### src/rtl/amiga_bus_if.sv
// 68000-side bus signals between the CPU/DMA world and the cycle controller.
interface amiga_bus_if #(
  parameter int unsigned NUM_REGIONS = 4,
  parameter int unsigned ADDR_BITS   = 3
);
  logic [ADDR_BITS-1:0]   ADDR_HI;
  logic                   _AS;
  logic                   _DBR;
  logic                   OVL;
  logic                   _OVR;
  logic                   XRDY;
  logic [NUM_REGIONS-1:0] _CS;
  logic                   _DTACK;
  logic                   _VPA;
  logic                   _BERR;
  logic                   _DAE;

  modport master (
    output ADDR_HI, _AS, _DBR, OVL, _OVR, XRDY,
    input  _CS, _DTACK, _VPA, _BERR, _DAE
  );

  modport slave (
    input  ADDR_HI, _AS, _DBR, OVL, _OVR, XRDY,
    output _CS, _DTACK, _VPA, _BERR, _DAE
  );
endinterface

### src/rtl/amiga_bus_cycle_ctl.sv
// Clocked 68000 bus-cycle controller: region decode, wait states, DTACK/VPA
// termination, DMA stall, boot overlay and bus-error timeout.
module amiga_bus_cycle_ctl #(
  parameter int unsigned                         NUM_REGIONS  = 4,
  parameter int unsigned                         ADDR_BITS    = 3,
  parameter int unsigned                         WAIT_W       = 3,
  parameter logic [NUM_REGIONS*ADDR_BITS-1:0]    REGION_ADDR  = {3'b110, 3'b101, 3'b111, 3'b000},
  parameter logic [NUM_REGIONS*WAIT_W-1:0]       REGION_WAIT  = {3'd0, 3'd4, 3'd1, 3'd2},
  parameter logic [NUM_REGIONS-1:0]              REGION_VPA   = 4'b0100,
  parameter logic [NUM_REGIONS-1:0]              REGION_XRDY  = 4'b1011,
  parameter logic [NUM_REGIONS-1:0]              DMA_MASK     = 4'b1001,
  parameter int unsigned                         OVL_REGION   = 1,
  parameter int unsigned                         BERR_TIMEOUT = 64
) (
  input logic        CLK,
  input logic        _RESET,
  amiga_bus_if.slave bus
);

  localparam int unsigned IDX_W = (NUM_REGIONS > 1) ? $clog2(NUM_REGIONS) : 1;
  localparam int unsigned TMO_W = $clog2(BERR_TIMEOUT + 1);

  typedef enum logic [2:0] {S_IDLE, S_DECODE, S_WAIT, S_ACK, S_BERR} state_t;

  state_t                 state_q;
  logic [ADDR_BITS-1:0]   addr_q;
  logic [IDX_W-1:0]       idx_q;
  logic [WAIT_W-1:0]      wait_q;
  logic [TMO_W-1:0]       tmo_q;
  logic [NUM_REGIONS-1:0] cs_q;
  logic                   dtack_q;
  logic                   vpa_q;
  logic                   berr_q;
  logic                   dae_q;

  logic             hit;
  logic [IDX_W-1:0] idx;
  logic             stall;
  logic             abort;
  logic             ready;
  logic             tmo_hit;
  logic             dae_n;

  // Descending scan so the lowest matching index is the one left standing.
  always_comb begin
    hit = 1'b0;
    idx = '0;
    if (bus.OVL && addr_q == '0) begin
      hit = 1'b1;
      idx = IDX_W'(OVL_REGION);
    end else begin
      for (int unsigned i = NUM_REGIONS; i > 0; i--) begin
        if (REGION_ADDR[(i-1)*ADDR_BITS +: ADDR_BITS] == addr_q) begin
          hit = 1'b1;
          idx = IDX_W'(i - 1);
        end
      end
    end
  end

  always_comb begin
    stall   = hit && DMA_MASK[idx] && !bus._DBR;
    abort   = bus._AS || !bus._OVR;
    ready   = (wait_q == '0) && (bus.XRDY || !REGION_XRDY[idx_q]);
    tmo_hit = (tmo_q == TMO_W'(BERR_TIMEOUT));
    dae_n   = !(!bus._DBR && (state_q == S_IDLE ||
                              (state_q == S_DECODE && stall && !abort)));
  end

  always_ff @(posedge CLK or negedge _RESET) begin
    if (!_RESET) begin
      state_q <= S_IDLE;
      addr_q  <= '0;
      idx_q   <= '0;
      wait_q  <= '0;
      tmo_q   <= '0;
      cs_q    <= '1;
      dtack_q <= 1'b1;
      vpa_q   <= 1'b1;
      berr_q  <= 1'b1;
      dae_q   <= 1'b1;
    end else begin
      dae_q <= dae_n;
      if (state_q != S_IDLE && abort) begin
        state_q <= S_IDLE;
        cs_q    <= '1;
        dtack_q <= 1'b1;
        vpa_q   <= 1'b1;
        berr_q  <= 1'b1;
      end else begin
        case (state_q)
          S_IDLE: begin
            if (!bus._AS && bus._OVR) begin
              addr_q  <= bus.ADDR_HI;
              tmo_q   <= '0;
              state_q <= S_DECODE;
            end
          end
          S_DECODE: begin
            if (tmo_hit) begin
              berr_q  <= 1'b0;
              cs_q    <= '1;
              state_q <= S_BERR;
            end else if (!stall) begin
              tmo_q <= tmo_q + TMO_W'(1);
              if (hit) begin
                cs_q    <= ~(NUM_REGIONS'(1) << idx);
                idx_q   <= idx;
                wait_q  <= REGION_WAIT[idx*WAIT_W +: WAIT_W];
                state_q <= S_WAIT;
              end
            end
          end
          S_WAIT: begin
            // Termination wins over a timeout landing on the same edge.
            if (ready) begin
              if (REGION_VPA[idx_q]) vpa_q <= 1'b0;
              else                   dtack_q <= 1'b0;
              state_q <= S_ACK;
            end else if (tmo_hit) begin
              berr_q  <= 1'b0;
              cs_q    <= '1;
              state_q <= S_BERR;
            end else begin
              if (wait_q != '0) wait_q <= wait_q - WAIT_W'(1);
              tmo_q <= tmo_q + TMO_W'(1);
            end
          end
          default: ;
        endcase
      end
    end
  end

  assign bus._CS    = cs_q;
  assign bus._DTACK = dtack_q;
  assign bus._VPA   = vpa_q;
  assign bus._BERR  = berr_q;
  assign bus._DAE   = dae_q;

endmodule
### src/flat_wrapper.sv
// flat-port wrapper written by rule: the top's interface ports become plain ports
module amiga_bus_cycle_ctl_flat 
#(
  parameter int unsigned                         NUM_REGIONS  = 4,
  parameter int unsigned                         ADDR_BITS    = 3,
  parameter int unsigned                         WAIT_W       = 3,
  parameter logic [NUM_REGIONS*ADDR_BITS-1:0]    REGION_ADDR  = {3'b110, 3'b101, 3'b111, 3'b000},
  parameter logic [NUM_REGIONS*WAIT_W-1:0]       REGION_WAIT  = {3'd0, 3'd4, 3'd1, 3'd2},
  parameter logic [NUM_REGIONS-1:0]              REGION_VPA   = 4'b0100,
  parameter logic [NUM_REGIONS-1:0]              REGION_XRDY  = 4'b1011,
  parameter logic [NUM_REGIONS-1:0]              DMA_MASK     = 4'b1001,
  parameter int unsigned                         OVL_REGION   = 1,
  parameter int unsigned                         BERR_TIMEOUT = 64
)
  (CLK, _RESET, bus_ADDR_HI, bus__AS, bus__DBR, bus_OVL, bus__OVR, bus_XRDY, bus__CS, bus__DTACK, bus__VPA, bus__BERR, bus__DAE);
  amiga_bus_if #(.NUM_REGIONS(NUM_REGIONS), .ADDR_BITS(ADDR_BITS)) bus_i ();
  input logic CLK;
  input logic _RESET;
  input wire logic [$bits(bus_i.ADDR_HI)-1:0] bus_ADDR_HI;
  input wire logic [$bits(bus_i._AS)-1:0] bus__AS;
  input wire logic [$bits(bus_i._DBR)-1:0] bus__DBR;
  input wire logic [$bits(bus_i.OVL)-1:0] bus_OVL;
  input wire logic [$bits(bus_i._OVR)-1:0] bus__OVR;
  input wire logic [$bits(bus_i.XRDY)-1:0] bus_XRDY;
  output wire logic [$bits(bus_i._CS)-1:0] bus__CS;
  output wire logic [$bits(bus_i._DTACK)-1:0] bus__DTACK;
  output wire logic [$bits(bus_i._VPA)-1:0] bus__VPA;
  output wire logic [$bits(bus_i._BERR)-1:0] bus__BERR;
  output wire logic [$bits(bus_i._DAE)-1:0] bus__DAE;
  assign bus_i.ADDR_HI = bus_ADDR_HI;
  assign bus_i._AS = bus__AS;
  assign bus_i._DBR = bus__DBR;
  assign bus_i.OVL = bus_OVL;
  assign bus_i._OVR = bus__OVR;
  assign bus_i.XRDY = bus_XRDY;
  assign bus__CS = bus_i._CS;
  assign bus__DTACK = bus_i._DTACK;
  assign bus__VPA = bus_i._VPA;
  assign bus__BERR = bus_i._BERR;
  assign bus__DAE = bus_i._DAE;
  amiga_bus_cycle_ctl #(.NUM_REGIONS(NUM_REGIONS), .ADDR_BITS(ADDR_BITS), .WAIT_W(WAIT_W), .REGION_ADDR(REGION_ADDR), .REGION_WAIT(REGION_WAIT), .REGION_VPA(REGION_VPA), .REGION_XRDY(REGION_XRDY), .DMA_MASK(DMA_MASK), .OVL_REGION(OVL_REGION), .BERR_TIMEOUT(BERR_TIMEOUT)) u_core (.CLK(CLK), ._RESET(_RESET), .bus(bus_i));
endmodule
### config.mk
export PLATFORM = sky130hd
export DESIGN_NAME = amiga_bus_cycle_ctl_flat
export DESIGN_NICKNAME = d
export VERILOG_FILES = /design/src/rtl/amiga_bus_if.sv /design/src/rtl/amiga_bus_cycle_ctl.sv /design/src/flat_wrapper.sv
export SDC_FILE = /design/constraint.sdc
export NUM_CORES = 1
export LEC_CHECK = 0
export BUFFER_PORTS_ARGS = -buffer_cell sky130_fd_sc_hd__buf_2
export CAP_MARGIN = 5
export CORE_MARGIN = 4
export CORE_UTILIZATION = 45
export CTS_BUF_LIST = sky130_fd_sc_hd__clkbuf_8 sky130_fd_sc_hd__clkbuf_16
export DETAILED_ROUTE_END_ITERATION = 10
export PLACE_DENSITY = 0.61
export SYNTH_ARGS = -nofsm -noshare
export SYNTH_HDL_FRONTEND = slang
export SYNTH_SLANG_ARGS = --single-unit
export TNS_END_PERCENT = 20
### constraint.sdc
create_clock -name CLK -period 5.5 [get_ports CLK]
set_input_delay 1.65 -clock CLK [delete_from_list [all_inputs] [get_ports CLK]]
set_output_delay 1.65 -clock CLK [all_outputs]
set_load 0.005 [all_outputs]
==> metrics.md <==
| Metric | Value |
|---|---|
| Setup violations, final | `0` |
| Initial antenna violation count | `0` |
| RSZ-0062 raised after global routing | `no` |
| DRC violations left | `0` |
| DRT iter0 DRCs | `59` |
| Fmax | `0.2885 GHz` |
| Setup TNS | `0 ns` |
| CTS Hold Bufs | `0` |
| I/O pin count | `18` |
| FF+latch area | `660.6 sq um` |
| Effective utilization at floorplan | `47.58%` |
| Crit start category | `input port` |
| Max-Cap Viols | `0` |
| Area of the multi-input gates | `905.9 sq um` |
| Post-synth ARST share | `100.0%` |
| Layout cell share with drive strength beyond 1 | `25.26%` |
| Pin count of the biggest net entering global routing | `27` |
| Critical path type | `input port to register` |
| Die area | `4638 sq um` |
| Clock latency on the worst-skew pair | `0.28 ns` |
| Slew @ Worst Pin | `0.5723 ns` |
| Top cells by count, synth | `nand2_1, dfrtp_1, o21ai_0, nor2_1, dfstp_2` |
| Placed Instances | `232` |
| Critical Path RT | `5.71 ns` |
| Hold Vio Cnt, Final | `0` |
| Vias/cell | `5.699` |
| Top cells by area, synth | `dfrtp_1, dfstp_2, nand2_1` |
| Leak pwr | `0.7680 nW` |
| Worst Setup SP | `bus_OVL` |
| Crit path DAT | `3.68 ns` |
| GRT Total Usage | `17.14%` |
| Yosys reg bits | `26` |
| Final Cycle Share | `63.02%` |
| PostCTS Resize Cnt | `0` |
| Post-DP HPWL | `2611 um` |
| Most used DFF post-synth | `dfrtp_1` |
| Clock Skew | `0.001181 ns` |
| R2r setup slk | `2.91 ns` |
| Register area share after synthesis | `40.65%` |
| Rel. slew slack | `61.84%` |
| Routed Antenna Nets | `0` |
| Hold crit path type | `register to register` |
| Syn Area/Cell | `9.287 sq um` |
| Area grow syn2layout | `11.16%` |
| Crit end category | `register` |
| Sink Count | `26` |
| Post-Synthesis Cells | `175` |
| Gp weighted congestion | `0.8481` |
| Layout Cells excl Fill | `236` |
| Number of vias in the routed layout | `1345` |
| Status | `finished, final reports clean` |
| Post-synthesis cell type count | `50` |
| CTS tree | `done` |
| Htree depth | `1` |
| Hold_sp | `u_core.bus._DTACK` |
| Layout net count | `208` |
| TritonRoute pass-1 iters | `4` |
| Max IR drop VDD | `0.1719 mV` |
| Core footprint | `3416 sq um` |
| Max Slew Vio Count | `0` |
| Final WL | `3501 um` |
| Number of enable flip-flop cells after synthesis | `0` |
| Synth Warn # | `0` |
| Area leader, netlist | `dfrtp_1` |
| Worst r2r dst | `u_core.tmo_q[3]` |
| Die height | `68.10 um` |
| Place WS | `1.759 ns` |
| Worst setup margin | `2.034 ns` |
| Worst Path Max Fanout | `10` |
| R2r startpoint | `u_core.addr_q[1]` |
| Port Buffers | `17` |
| Most frequent cell after synthesis | `nand2_1` |
| Die boundary width | `68.10 um` |
| Crit path to | `u_core.tmo_q[3]` |
| Site Rows | `21` |
| Mapped Area | `1625 sq um` |
| Post-detailed-route wirelength per cell | `14.83 um` |
| Vias in the first global route | `1265` |
| Synth top area share | `27.71%` |
| GRT Residual Overflow | `0` |
| First-pass GRT wire length | `5968 um` |
| CTS buffer count | `3` |
| R2R depth | `8` |
| Syn_nets | `192` |
| Tmin final | `3.466 ns` |
| Fin Hold WS | `0.4750 ns` |
| CTS Buffer Depth | `2` |
| Fillers | `331` |
| Clock transition at path regs | `0.09 ns` |
| Antenna Cells | `0` |
| Setup bufs post-CTS | `0` |
| Power per standard cell area | `352.9 nW/um^2` |
| CTS Root Cell | `clkbuf_8` |
==> critical path, stage by stage <==
cell      delay [ns]
buf_2           0.07
nor4b_1         0.31
a21oi_1         0.14
ha_1            0.33
nor2_1          0.07
a21boi_2        0.16
o32a_1          0.32
or4_1           0.54
o21ai_1         0.08
==> how the worst min path moves through the flow <==
stage                        endpoint  slack, ns  cells after the start
floorplan            u_core.wait_q[1]       0.45                      2
global placement    u_core.bus._DTACK       0.46                      2
detailed placement  u_core.bus._DTACK       0.47                      2
CTS                 u_core.bus._DTACK       0.48                      2
global route          u_core.tmo_q[6]       0.52                      1
finish              u_core.bus._DTACK       0.48                      2
==> kinds of logic after synthesis <==
| group | share of synthesized area, % |
|---|---|
| compound gates | 22.63 |
| fa+ha+maj | 5.389 |
| buf+inv | 3.618 |
| mux | 4.157 |
| flops | 40.65 |
| simple gates | 23.02 |
| xor+xnor | 0.5390 |
==> flip-flops by register name, indices dropped and copies added (netlist names) <==
register / cells
u_core.addr_q: 3
u_core.bus._BERR: 1
u_core.bus._CS: 4
u_core.bus._DAE: 1
u_core.bus._DTACK: 1
u_core.bus._VPA: 1
u_core.idx_q: 2
u_core.state_q: 3
u_core.tmo_q: 7
u_core.wait_q: 3
==> cell usage in the layout, fill, tap and decap left out, types with 2 or more instances in the layout <==
cell type	count
a21oi_1	7
inv_1	7
mux2_2	6
ha_1	7
a2111oi_0	2
o21ai_1	4
nand2b_1	4
o31ai_1	7
nor2b_1	3
a211o_1	2
o21ai_0	16
dfstp_2	8
nand4_1	3
buf_2	17
and2_1	2
nor2_1	12
o22ai_1	2
clkbuf_8	3
dfrtp_1	18
nand3_1	6
nand2_1	24
or4_1	2
==> per-stage QoR <==
stage	power, mW	utilization [%]	area, sq um
final	0.6376	52.89	1807
after global routing	0.6824	52.89	1807
after CTS	0.6425	52.89	1807
after detailed placement	0.4794	50.81	1735
after global placement	0.4736	50.81	1735
after floorplan	0.4228	-	1625
==> report_power, final <==
part	internal, mW	switching [mW]	total (mW)	leakage [nW]
clock	0.0975	0.0641	0.162	0.0357
sequential	0.237	0.0343	0.271	0.325
combinational	0.0903	0.115	0.205	0.407
total	0.424	0.213	0.638	0.768
==> final cells by class <==
cell class	count	share of cell area, %
Clock inverter	1	1.662
Tap cell	46	3.186
Clock buffer	3	2.285
Sequential cell	26	36.57
Multi-Input combinational cell	136	50.14
Inverter	7	1.454
Timing Repair Buffer	17	4.709
==> per-layer routing <==
layer	GRT usage [%]	vias to the layer above	wire length (um)
met3	2.627	5	153
met2	25.87	31	1633
met5	0	-	0
met4	6.948	0	48
li1	-	668	-
met1	24.36	641	1664
Power figures use the tool's default switching activity.
